File: config.mk
export PLATFORM = sky130hd
export DESIGN_NAME = parking_occupancy_ctrl_flat
export DESIGN_NICKNAME = d
export VERILOG_FILES = /design/src/rtl/parking_occupancy_ctrl_if.sv /design/src/rtl/parking_occupancy_ctrl.sv /design/src/flat_wrapper.sv
export SDC_FILE = /design/constraint.sdc
export NUM_CORES = 1
export LEC_CHECK = 0
export ABC_AREA = 1
export CAP_MARGIN = 20
export CORE_MARGIN = 4
export CORE_UTILIZATION = 58
export CTS_CLUSTER_DIAMETER = 150
export CTS_CLUSTER_SIZE = 30
export DETAILED_ROUTE_END_ITERATION = 10
export PLACE_DENSITY = 0.94
export SKIP_LAST_GASP = 1
export SLEW_MARGIN = 15
export SYNTH_ARGS = -nofsm -noshare
export SYNTH_HDL_FRONTEND = slang
export SYNTH_SLANG_ARGS = --single-unit
File: constraint.sdc
create_clock -name NewCLK -period 3.7 [get_ports NewCLK]
set_clock_uncertainty 0.2 [all_clocks]
set_input_delay 0.74 -clock NewCLK [delete_from_list [all_inputs] [get_ports NewCLK]]
set_output_delay 0.74 -clock NewCLK [all_outputs]
set_load 0.005 [all_outputs]
File: src/rtl/parking_occupancy_ctrl_if.sv
// Entry/exit pulse inputs and occupancy/gate status outputs of the parking controller.
// Optional count_bcd signal is present only when PARK_BCD_EN is defined.
interface parking_occupancy_ctrl_if #(
    parameter int unsigned CNT_W = 4
);
    logic             entry_p;
    logic             exit_p;
    logic [CNT_W-1:0] count;
    logic             full;
    logic             empty;
    logic             gate_open;
    logic             reject;
    logic             err_exit;
`ifdef PARK_BCD_EN
    logic [7:0]       count_bcd;
`endif

    // Pulse-stage side: drives pulses, observes status
    modport master (
`ifdef PARK_BCD_EN
        input  count_bcd,
`endif
        output entry_p, exit_p,
        input  count, full, empty, gate_open, reject, err_exit
    );

    // Controller side
    modport slave (
`ifdef PARK_BCD_EN
        output count_bcd,
`endif
        input  entry_p, exit_p,
        output count, full, empty, gate_open, reject, err_exit
    );
endinterface

File: src/rtl/parking_occupancy_ctrl.sv
// Parking-lot occupancy tracker with full/empty flags, refused-entry/bad-exit pulses and a timed gate.
// Define PARK_BCD_EN to add a registered BCD copy of the occupancy count.
module parking_occupancy_ctrl #(
    parameter int unsigned CAPACITY    = 9,
    parameter int unsigned CNT_W       = 4,
    parameter int unsigned GATE_CYCLES = 50,
    parameter int unsigned TMR_W       = 8
) (
    input  logic                     NewCLK,
    input  logic                     RST,
    parking_occupancy_ctrl_if.slave  bus
);

    localparam logic [CNT_W-1:0] CAP_V    = CNT_W'(CAPACITY);
    localparam logic [TMR_W-1:0] RELOAD_V = TMR_W'(GATE_CYCLES - 1);

    typedef enum logic {
        S_IDLE = 1'b0,
        S_OPEN = 1'b1
    } state_e;

    state_e           state_q, state_d;
    logic [TMR_W-1:0] timer_q, timer_d;
    logic [CNT_W-1:0] count_q, count_d;
    logic             full_q, full_d;
    logic             empty_q, empty_d;
    logic             reject_q, reject_d;
    logic             err_exit_q, err_exit_d;
    logic             gate_open_q, gate_open_d;
    logic             entry_acc_c;

    // Occupancy update; a simultaneous entry+exit is a net-zero swap that still admits a car
    always_comb begin
        count_d     = count_q;
        reject_d    = 1'b0;
        err_exit_d  = 1'b0;
        entry_acc_c = 1'b0;
        case ({bus.entry_p, bus.exit_p})
            2'b11: entry_acc_c = 1'b1;
            2'b10: begin
                if (full_q) begin
                    reject_d = 1'b1;
                end else begin
                    count_d     = count_q + CNT_W'(1);
                    entry_acc_c = 1'b1;
                end
            end
            2'b01: begin
                if (empty_q) begin
                    err_exit_d = 1'b1;
                end else begin
                    count_d = count_q - CNT_W'(1);
                end
            end
            default: ;
        endcase
        full_d  = (count_d == CAP_V);
        empty_d = (count_d == '0);
    end

    // Gate FSM: state register
    always_ff @(posedge NewCLK or negedge RST) begin
        if (!RST) begin
            state_q <= S_IDLE;
            timer_q <= '0;
        end else begin
            state_q <= state_d;
            timer_q <= timer_d;
        end
    end

    // Gate FSM: next state; every accepted entry restarts the hold window
    always_comb begin
        state_d = state_q;
        timer_d = timer_q;
        case (state_q)
            S_IDLE: begin
                if (entry_acc_c) begin
                    state_d = S_OPEN;
                    timer_d = RELOAD_V;
                end
            end
            S_OPEN: begin
                if (entry_acc_c) begin
                    timer_d = RELOAD_V;
                end else if (timer_q != '0) begin
                    timer_d = timer_q - TMR_W'(1);
                end else begin
                    state_d = S_IDLE;
                end
            end
        endcase
    end

    // Gate FSM: output, decoded from the next state so it lands in the same cycle as the state
    always_comb begin
        gate_open_d = (state_d == S_OPEN);
    end

    always_ff @(posedge NewCLK or negedge RST) begin
        if (!RST) begin
            count_q     <= '0;
            full_q      <= 1'b0;
            empty_q     <= 1'b1;
            reject_q    <= 1'b0;
            err_exit_q  <= 1'b0;
            gate_open_q <= 1'b0;
        end else begin
            count_q     <= count_d;
            full_q      <= full_d;
            empty_q     <= empty_d;
            reject_q    <= reject_d;
            err_exit_q  <= err_exit_d;
            gate_open_q <= gate_open_d;
        end
    end

    assign bus.count     = count_q;
    assign bus.full      = full_q;
    assign bus.empty     = empty_q;
    assign bus.reject    = reject_q;
    assign bus.err_exit  = err_exit_q;
    assign bus.gate_open = gate_open_q;

`ifdef PARK_BCD_EN
    logic [7:0] count_bcd_q, count_bcd_d;

    always_comb begin
        count_bcd_d = {4'(32'(count_d) / 32'd10), 4'(32'(count_d) % 32'd10)};
    end

    always_ff @(posedge NewCLK or negedge RST) begin
        if (!RST) begin
            count_bcd_q <= 8'h00;
        end else begin
            count_bcd_q <= count_bcd_d;
        end
    end

    assign bus.count_bcd = count_bcd_q;
`endif

endmodule
File: src/flat_wrapper.sv
// flat-port wrapper written by rule: the top's interface ports become plain ports
module parking_occupancy_ctrl_flat 
#(
    parameter int unsigned CAPACITY    = 9,
    parameter int unsigned CNT_W       = 4,
    parameter int unsigned GATE_CYCLES = 50,
    parameter int unsigned TMR_W       = 8
)
  (NewCLK, RST, bus_entry_p, bus_exit_p, bus_count, bus_full, bus_empty, bus_gate_open, bus_reject, bus_err_exit);
  parking_occupancy_ctrl_if #(.CNT_W(CNT_W)) bus_i ();
  input  logic NewCLK;
  input  logic RST;
  input wire logic [$bits(bus_i.entry_p)-1:0] bus_entry_p;
  input wire logic [$bits(bus_i.exit_p)-1:0] bus_exit_p;
  output wire logic [$bits(bus_i.count)-1:0] bus_count;
  output wire logic [$bits(bus_i.full)-1:0] bus_full;
  output wire logic [$bits(bus_i.empty)-1:0] bus_empty;
  output wire logic [$bits(bus_i.gate_open)-1:0] bus_gate_open;
  output wire logic [$bits(bus_i.reject)-1:0] bus_reject;
  output wire logic [$bits(bus_i.err_exit)-1:0] bus_err_exit;
  assign bus_i.entry_p = bus_entry_p;
  assign bus_i.exit_p = bus_exit_p;
  assign bus_count = bus_i.count;
  assign bus_full = bus_i.full;
  assign bus_empty = bus_i.empty;
  assign bus_gate_open = bus_i.gate_open;
  assign bus_reject = bus_i.reject;
  assign bus_err_exit = bus_i.err_exit;
  parking_occupancy_ctrl #(.CAPACITY(CAPACITY), .CNT_W(CNT_W), .GATE_CYCLES(GATE_CYCLES), .TMR_W(TMR_W)) u_core (.NewCLK(NewCLK), .RST(RST), .bus(bus_i));
endmodule
==> results of run 1 <==
## cell families (layout without fill, tap and decap cells)
kind of cell    Yosys count  after routing  synth area share [%]
simple gates             81             81                  35.6
buf+inv                  24             40                  8.09
flops                    17             17                  38.3
compound gates           13             13                  9.33
fa+ha+maj                 7              7                  7.86
xor+xnor                  1              1                 0.787
## cell usage in the layout (no fill, tap or decap), drive strengths merged
cell type | netlist | routed
o21ai | 7 | 7
nand3 | 15 | 15
nand2 | 38 | 38
clkbuf | 0 | 3
inv | 23 | 23
xor2 | 1 | 1
clkinv | 1 | 2
dfrtp | 16 | 16
nand4 | 3 | 3
ha | 7 | 7
a21oi | 5 | 5
clkdlybuf4s50 | 0 | 12
dfstp | 1 | 1
o22ai | 1 | 1
nor2 | 24 | 24
nor3 | 1 | 1
## report_power, final
| group | switching [mW] | internal (mW) | leakage [nW] | total [mW] |
|---|---|---|---|---|
| sequential | 0.0688 | 0.234 | 0.210 | 0.303 |
| clock | 0.0602 | 0.0403 | 0.0177 | 0.101 |
| combinational | 0.178 | 0.138 | 0.439 | 0.315 |
## layer usage
layer,track usage (%),wire length (um)
met5,0,0
met4,8.30,42
met3,4.58,69
met2,40.3,1260
met1,19.5,911
## metrics by stage
step	hold WS (ns)	utilization (%)	worst slack [ns]	instances	total power [mW]
after detailed placement	0.355	71.7	1.06	180	0.620
after global placement	0.337	71.7	1.15	180	0.603
after floorplan	0.244	-	1.73	143	0.506
after global routing	0.427	73.3	1.28	184	0.777
final	0.375	73.3	1.35	184	0.719
after CTS	0.378	73.3	1.33	184	0.724
## path summary, 6_finish.rpt
| kind | startpoint | endpoint | slack [ns] | cells past startpoint |
|---|---|---|---|---|
| max | u_core.bus.empty | bus_empty | 1.35 | 1 |
| min | u_core.timer_q[7] | u_core.timer_q[7] | 0.37 | 2 |
| max reg2reg | u_core.bus.count[0] | u_core.bus.full | 1.91 | 7 |
| min reg2reg | u_core.timer_q[7] | u_core.timer_q[7] | 0.37 | 2 |
| max in group asynchronous | RST | u_core.bus.count[1] | 2.13 | 1 |
| min in group asynchronous | RST | u_core.state_q | 0.69 | 1 |
## state kept, by name, indices dropped and copies added, names as in the netlist
| signal | cells |
|---|---|
| u_core.bus.count | 4 |
| u_core.bus.empty | 1 |
| u_core.bus.err_exit | 1 |
| u_core.bus.full | 1 |
| u_core.bus.reject | 1 |
| u_core.state_q | 1 |
| u_core.timer_q | 8 |
## layout make-up
cell class | instances | area share, %
inverter | 24 | 6.97
tap | 25 | 2.42
multi-input combinational | 102 | 46.2
timing repair buffer | 12 | 9.29
clock buffer | 3 | 1.74
clock inverter | 1 | 0.387
sequential | 17 | 33.0
## synth_stat cells (2+ instances only)
cell / number
sky130_fd_sc_hd__nand2_1: 31
sky130_fd_sc_hd__a21oi_1: 4
sky130_fd_sc_hd__o21ai_1: 2
sky130_fd_sc_hd__nand2_2: 4
sky130_fd_sc_hd__o21ai_4: 2
sky130_fd_sc_hd__nor2_1: 19
sky130_fd_sc_hd__dfrtp_1: 16
sky130_fd_sc_hd__nand2_4: 3
sky130_fd_sc_hd__ha_1: 7
sky130_fd_sc_hd__inv_1: 21
sky130_fd_sc_hd__nand4_1: 3
sky130_fd_sc_hd__nand3_2: 2
sky130_fd_sc_hd__inv_2: 2
sky130_fd_sc_hd__nor2_4: 2
sky130_fd_sc_hd__nand3_1: 13
sky130_fd_sc_hd__o21ai_0: 2
sky130_fd_sc_hd__nor2_2: 3
==> out/qor.txt, run 1 <==
Site row count: 15
Relative slew slack: 48.3%
Slew Viols, Final: 0
Number of design-rule violations left by the first detailed-router iteration: 8
Antenna violations before repair: 0
Delay contributed by the slowest stage of the critical path: 0.60 ns
Transition time of the tightest slew-check pin: 0.773 ns
Layout cell share with drive strength beyond 1: 15.7%
Cells taking the most area after synthesis: sky130_fd_sc_hd__dfrtp_1 (36%), sky130_fd_sc_hd__nand2_1 (10%), sky130_fd_sc_hd__ha_1 (7.9%)
Power density over the cells: 556 nW/um^2
Main synth FF type: sky130_fd_sc_hd__dfrtp_1
Hold Fails Final Rpt: 0
Slowest stage cell on the critical path: sky130_fd_sc_hd__dfstp_2
Synthesis-stage register bit count: 17
Number of sinks handled by clock tree synthesis: 17
Number of I/O pins: 13
Sequential Area: 427 um^2
Number of vias in the routed layout: 989
# diodes: 0
Net count of the finished layout: 171
Final critical-path share of the clock period: 63.6%
Height of the die: 51.8 um
Floorplan Core Area: 1760 um^2
Fin Setup TNS: 0 ns
Peak supply drop: 370 uV
Initial cell density of the core: 63.1%
Die footprint: 2680 um^2
Result of the run: finished, final reports clean
Library cells used by synthesis: 24
Hold crit path type: reg2reg
Via count of the first global-routing pass: 1019
Crit Path Class: reg2out
DRT Wirelength: 2.29 mm
CTS-repair resized insts: 0
First-pass GRT wire length: 4.03 mm
Number of nets produced by synthesis: 154
Clock input transition at the sequential cells of the worst setup and hold paths: 0.10 ns
Cell area reported after detailed placement: 1260 um^2
Area added between synthesis and finish: 16.1%
Port-buffer cells: 12
Cell family with most CP delay: flip-flops
RSZ-0062 raised after global routing: no
Number of buffers created by CTS: 3
CP Data Required Time: 2.76 ns
Leakage Power: 0.666 nW
Global route total overflow: 0
Post-detailed-placement half-perimeter wirelength: 1.82 mm
Combined area of all synthesized cells: 1110 um^2
Cell taking the most area after synthesis: sky130_fd_sc_hd__dfrtp_1
Post-CTS Setup Bufs: 0
Placer Congestion: 0.898
Setup crit start kind: register
Mapped Avg Cell Area: 7.79 um^2
Hold buffer count at cts: 0
Endpoint kind of the worst setup timing path: output port
Fraction of registers with async set or reset after synthesis: 100%
# fillers: 151
Library cell used as clock root buffer: sky130_fd_sc_hd__clkbuf_4
Chip width: 51.8 um
Arrival time at the worst endpoint: 1.41 ns
Clock latency on the worst-skew pair: 0.29 ns
Design Area, Final: 1290 um^2
Crit path cell chain: clkdlybuf4s50_1
Post-DR vias/cell: 5.38
Worst Path Max Fanout: 5
Total DRC errors in the routed layout: 0
Time the final worst path needs with I/O delays and setup: 2.35 ns
F_max: 425 MHz
Maximum number of pins on one net before global-route repair: 18
Max-cap check violation count: 0
Area share of the largest cell type after synthesis: 36.0%
Average wire length per cell after detail routing: 12.4 um
Gate Count Post-Synth: 143
CTS Buffer Depth: 2
Number of enable-type register cells in the synthesized netlist: 0
Multi-input gate area: 597 um^2
Seq/Total Area, Yosys: 38.3%
Remaining antenna violation count after routing: 0
WP buf/inv: 1
Number of H-tree levels: 1
Clock tree from TritonCTS: done
First drt pass iteration count: 4
Number of setup violations in the final report: 0
Warnings, synthesis: 0
Total routing resource utilization after global routing: 20.2%
Note: power is estimated with default switching activity, not from simulation.
==> run 2, diff against run 1 <==
--- a/config.mk
+++ b/config.mk
@@ -8,11 +8,11 @@
 export ABC_AREA = 1
 export CAP_MARGIN = 20
 export CORE_MARGIN = 4
-export CORE_UTILIZATION = 58
+export CORE_UTILIZATION = 49
 export CTS_CLUSTER_DIAMETER = 150
 export CTS_CLUSTER_SIZE = 30
 export DETAILED_ROUTE_END_ITERATION = 10
-export PLACE_DENSITY = 0.94
+export PLACE_DENSITY = 0.86
 export SKIP_LAST_GASP = 1
 export SLEW_MARGIN = 15
 export SYNTH_ARGS = -nofsm -noshare
==> constraint.sdc (replaced) <==
create_clock -name NewCLK -period 2.05 [get_ports NewCLK]
set_clock_uncertainty 0.2 [all_clocks]
set_input_delay 0.41 -clock NewCLK [delete_from_list [all_inputs] [get_ports NewCLK]]
set_output_delay 0.41 -clock NewCLK [all_outputs]
set_load 0.005 [all_outputs]
==> out/qor.txt, run 2 (synthesis results as in run 1) <==
Result of the run: finished, final reports clean
Cell internal power dissipation: 0.770 mW
F_max: 512 MHz
RSZ-0062 raised after global routing: no
Via count of the first global-routing pass: 1065
Site row count: 16
Number of vias in the routed layout: 1017
Peak supply drop: 604 uV
Maximum number of pins on one net before global-route repair: 18
Port-buffer cells: 12
Clock input transition at the sequential cells of the worst setup and hold paths: 0.10 ns
Clock tree from TritonCTS: done
Clock latency on the worst-skew pair: 0.29 ns
Slowest stage cell on the critical path: sky130_fd_sc_hd__dfstp_2
Worst Path Max Fanout: 2
# fillers: 180
Largest register by flop count: u_core.timer_q
Number of H-tree levels: 1
Transition time of the tightest slew-check pin: 0.290 ns
Leakage Power: 0.710 nW
Relative slew slack: 80.5%
Layout cell share with drive strength beyond 1: 20.2%
Max-cap check violation count: 0
Clock network fraction of design power: 13.5%
CTS Buffer Depth: 2
Reg-to-reg startpoint: u_core.bus.count[0]
Power density over the cells: 975 nW/um^2
Post-route worst hold slack: 0.228 ns
Average wire length per cell after detail routing: 12.7 um
Antenna violations before repair: 0
Library cell used as clock root buffer: sky130_fd_sc_hd__clkbuf_4
WP buf/inv: 1
Final critical-path share of the clock period: 95.2%
Post-DR vias/cell: 5.22
Hold crit path type: in2async
First-pass GRT wire length: 4.49 mm
Setup crit start kind: register
Total DRC errors in the routed layout: 0
Die footprint: 3100 um^2
Placer Congestion: 0.899
Worst r2r path cells: 7
Multi-input gate area: 597 um^2
Total routing resource utilization after global routing: 18.2%
Number of design-rule violations left by the first detailed-router iteration: 25
DRT Wirelength: 2.48 mm
Crit Path Class: reg2out
Chip width: 55.7 um
Remaining antenna violation count after routing: 0
Endpoint kind of the worst setup timing path: output port
Number of setup violations in the final report: 0
Number of sinks handled by clock tree synthesis: 17
Post-route non-filler standard cell count: 195
Number of flip-flops under the largest register name: 8
Number of I/O pins: 13
Total chip power: 1.33 mW
Final core area utilization: 66.1%
First drt pass iteration count: 4
Time the final worst path needs with I/O delays and setup: 1.95 ns
Number of buffers created by CTS: 3
Delay contributed by the slowest stage of the critical path: 0.55 ns
Cell family with most CP delay: flip-flops
CP Data Required Time: 1.44 ns
CTS-repair resized insts: 0
Initial cell density of the core: 54.0%
Arrival time at the worst endpoint: 1.34 ns
Comb power frac: 46.4%
Worst R2R End: u_core.bus.empty
Net count of the finished layout: 180
Crit path cell chain: clkdlybuf4s50_1
Sequential Area: 427 um^2
Slew Viols, Final: 0
Post-detailed-placement half-perimeter wirelength: 2.00 mm
Leading cell type in the layout, fill and taps excluded: sky130_fd_sc_hd__nand2_1
Switching power of the nets: 0.558 mW
Cells after DPL: 190
# diodes: 0
Height of the die: 55.7 um
Hold Fails Final Rpt: 0
Floorplan Core Area: 2060 um^2
Area added between synthesis and finish: 22.4%
Slack of the worst reg-to-reg path: 0.30 ns
Switching share of total power: 42.0%
Most frequent cells in the layout: sky130_fd_sc_hd__nand2_1 (31), sky130_fd_sc_hd__inv_1 (21), sky130_fd_sc_hd__nor2_1 (19), sky130_fd_sc_hd__dfrtp_1 (16), sky130_fd_sc_hd__nand3_1 (13)
Global route total overflow: 0
Flop pwr share: 40.2%
## run 2: changes by cell type in the layout (fill, tap and decap cells not counted)
cell	before	now
sky130_fd_sc_hd__buf_4	0	9
## run 2: layout make-up
cell class / instances / area share [%]
clock inverters: 1 / 0.367
inverters: 24 / 6.61
well taps: 27 / 2.48
flip-flops and latches: 17 / 31.3
multi-input cells: 102 / 43.8
repair buffers: 21 / 13.8
clock buffers: 3 / 1.65
## run 2: timing repair
item                                    4_1_cts  5_1_grt
setup buffers                                 0        1
endpoints found under the setup margin        0        1
hold buffers                                  0        0
## run 2: metal layers
layer | track usage [%] | up-vias | wire length [um]
met4 | 10.8 | 0 | 72
met5 | 0 | - | 0
li1 | - | 501 | -
met1 | 19.4 | 484 | 989
met3 | 5.57 | 8 | 117
met2 | 31.3 | 24 | 1300
## run 2: worst max-delay path by stage
| stage | from | to | cells after the start |
|---|---|---|---|
| final | u_core.bus.empty | bus_empty | 1 |
| after global routing | u_core.bus.empty | bus_empty | 1 |
| after CTS | u_core.bus.empty | bus_empty | 1 |
| after detailed placement | bus_exit_p | u_core.bus.empty | 10 |
| after global placement | bus_exit_p | u_core.bus.empty | 10 |
| after floorplan | bus_exit_p | u_core.bus.empty | 9 |
## run 2: power groups by stage
stage | combinational (mW) | sequential, mW | clock (mW)
floorplan | 0.388 | 0.525 | 0
global placement | 0.557 | 0.545 | 0
detailed placement | 0.589 | 0.551 | 0
CTS | 0.590 | 0.545 | 0.191
global route | 0.694 | 0.549 | 0.208
finish | 0.616 | 0.534 | 0.179
## run 2: stage by stage
| stage | worst slack [ns] | TNS (ns) | cell area [um^2] |
|---|---|---|---|
| floorplan | 0.413 | 0 | 1110 |
| global route | 0.0263 | 0 | 1360 |
| detailed placement | -0.162 | -0.545 | 1330 |
| global placement | -0.103 | -0.208 | 1330 |
| finish | 0.0984 | 0 | 1360 |
| CTS | 0.00128 | 0 | 1360 |
==> run 3, diff against run 2 <==
--- a/config.mk
+++ b/config.mk
@@ -8,11 +8,13 @@
 export ABC_AREA = 1
 export CAP_MARGIN = 20
 export CORE_MARGIN = 4
-export CORE_UTILIZATION = 49
+export CORE_UTILIZATION = 55
 export CTS_CLUSTER_DIAMETER = 150
 export CTS_CLUSTER_SIZE = 30
 export DETAILED_ROUTE_END_ITERATION = 10
-export PLACE_DENSITY = 0.86
+export DONT_BUFFER_PORTS = 1
+export PLACE_DENSITY = 0.85
+export SKIP_CTS_REPAIR_TIMING = 1
 export SKIP_LAST_GASP = 1
 export SLEW_MARGIN = 15
 export SYNTH_ARGS = -nofsm -noshare
==> out/qor.txt, run 3 (synthesis results as in run 1) <==
Result of the run: finished, final reports clean
Chip width: 53.0 um
Crit path cell chain: inv_1 -> ha_1 -> a21oi_1 -> o21ai_4 -> nor2_2 -> nand2_1 -> nor2_1
Height of the die: 53.0 um
Hold crit path type: in2reg
Post-detailed-placement half-perimeter wirelength: 1.62 mm
Number of setup violations in the final report: 0
Post-route non-filler standard cell count: 176
Number of I/O pins: 13
Area added between synthesis and finish: 7.08%
Net count of the finished layout: 161
First-pass GRT wire length: 3.75 mm
Highest metal layer used by the detailed router: met4
Hold Fails Final Rpt: 0
Final critical-path share of the clock period: 82.7%
Endpoint kind of the worst setup timing path: register
Clock latency on the worst-skew pair: 0.30 ns
Relative slew slack: 48.7%
# diodes: 0
Final Worst Setup Slack: 0.354 ns
Site row count: 16
Floorplan Core Area: 1940 um^2
Largest register by flop count: u_core.timer_q
Slowest stage cell on the critical path: sky130_fd_sc_hd__dfrtp_1
Delay contributed by the slowest stage of the critical path: 0.47 ns
Crit Path Class: reg2reg
Maximum number of pins on one net before global-route repair: 18
DRT Wirelength: 2.09 mm
Port-buffer cells: 0
Die footprint: 2810 um^2
Arrival time at the worst endpoint: 1.73 ns
Number of vias in the routed layout: 894
Worst Path Max Fanout: 6
Transition time of the tightest slew-check pin: 0.767 ns
Power density over the cells: 1010 nW/um^2
Slew Viols, Final: 0
Met1 Wirelength: 952 um
CP Data Required Time: 2.09 ns
Worst slack at placement: 0.317 ns
Global route total overflow: 0
Remaining antenna violation count after routing: 0
Clock input transition at the sequential cells of the worst setup and hold paths: 0.10 ns
Final core area utilization: 61.4%
Time the final worst path needs with I/O delays and setup: 1.70 ns
Layout cell share with drive strength beyond 1: 17.4%
Met3 WL: 123 um
Placer Congestion: 0.915
Average wire length per cell after detail routing: 11.9 um
Via count of the first global-routing pass: 882
First drt pass iteration count: 5
Most frequent cells in the layout: sky130_fd_sc_hd__nand2_1 (31), sky130_fd_sc_hd__inv_1 (21), sky130_fd_sc_hd__nor2_1 (19), sky130_fd_sc_hd__dfrtp_1 (16), sky130_fd_sc_hd__nand3_1 (13)
Leading cell type in the layout, fill and taps excluded: sky130_fd_sc_hd__nand2_1
Number of H-tree levels: 1
Number of buffers created by CTS: 3
Post-DR vias/cell: 5.08
Max-cap check violation count: 0
Peak supply drop: 752 uV
Leakage Power: 0.631 nW
Sequential Area: 427 um^2
# fillers: 172
RSZ-0062 raised after global routing: no
Library cell used as clock root buffer: sky130_fd_sc_hd__clkbuf_4
Total DRC errors in the routed layout: 0
Cells after DPL: 171
Number of sinks handled by clock tree synthesis: 17
Antenna violations before repair: 0
F_max: 590 MHz
Number of design-rule violations left by the first detailed-router iteration: 26
Initial cell density of the core: 57.3%
Number of flip-flops under the largest register name: 8
Multi-input gate area: 597 um^2
Setup crit start kind: register
Met2 Routed Length: 978 um
Total routing resource utilization after global routing: 18.4%
Fin Setup TNS: 0 ns
CTS Buffer Depth: 2
Clock tree from TritonCTS: done
[run 3: cell types whose count changed in the layout (fill, tap and decap cells not counted)]
cell and change:
sky130_fd_sc_hd__dlygate4sd3_1 +1, sky130_fd_sc_hd__clkdlybuf4s50_1 -12, sky130_fd_sc_hd__buf_4 -8
[run 3: through the flow]
step	hold WS, ns	total power [mW]	instance area (um^2)
floorplan	-0.0856	0.913	1110
global route	0.281	1.32	1190
global placement	-0.0852	1.00	1150
CTS	-0.424	1.21	1180
detailed placement	-0.0852	1.02	1150
finish	0.266	1.21	1190
[run 3: layout make-up]
type | count | area share, %
clock inverters | 1 | 0.420
clock buffers | 3 | 1.89
well taps | 27 | 2.83
repair buffers | 2 | 1.47
inverters | 24 | 7.56
multi-input cells | 102 | 50.1
flip-flops and latches | 17 | 35.8
[run 3: where the power goes]
group	total, mW	internal, mW	switching (mW)	leakage (nW)
registers	0.537	0.423	0.114	0.210
logic	0.484	0.182	0.302	0.403
clock network	0.186	0.0728	0.114	0.0177
total	1.21	0.677	0.530	0.631
[run 3: critical path, delay by kind of cell (launching register included)]
family	cells	cell delay, ns
simple gates	3	0.25
fa+ha+maj	1	0.29
buf+inv	1	0.07
flops	1	0.47
compound gates	2	0.36
[run 3: final timing paths]
kind | startpoint | endpoint | slack (ns) | cells after the start
min in group asynchronous | RST | u_core.bus.reject | 0.41 | 1
min | bus_entry_p | u_core.timer_q[4] | 0.27 | 3
max | u_core.bus.count[1] | u_core.bus.full | 0.35 | 7
max in group asynchronous | RST | u_core.timer_q[3] | 0.76 | 1
min reg2reg | u_core.timer_q[7] | u_core.timer_q[7] | 0.38 | 2
max reg2reg | u_core.bus.count[1] | u_core.bus.full | 0.35 | 7
[run 3: metal layers]
metal  up-vias  global-route usage (%)
met5         -                       0
met4         0                    7.66
met3         5                    3.66
met2        28                    29.1
met1       397                    24.2
li1        464                       -
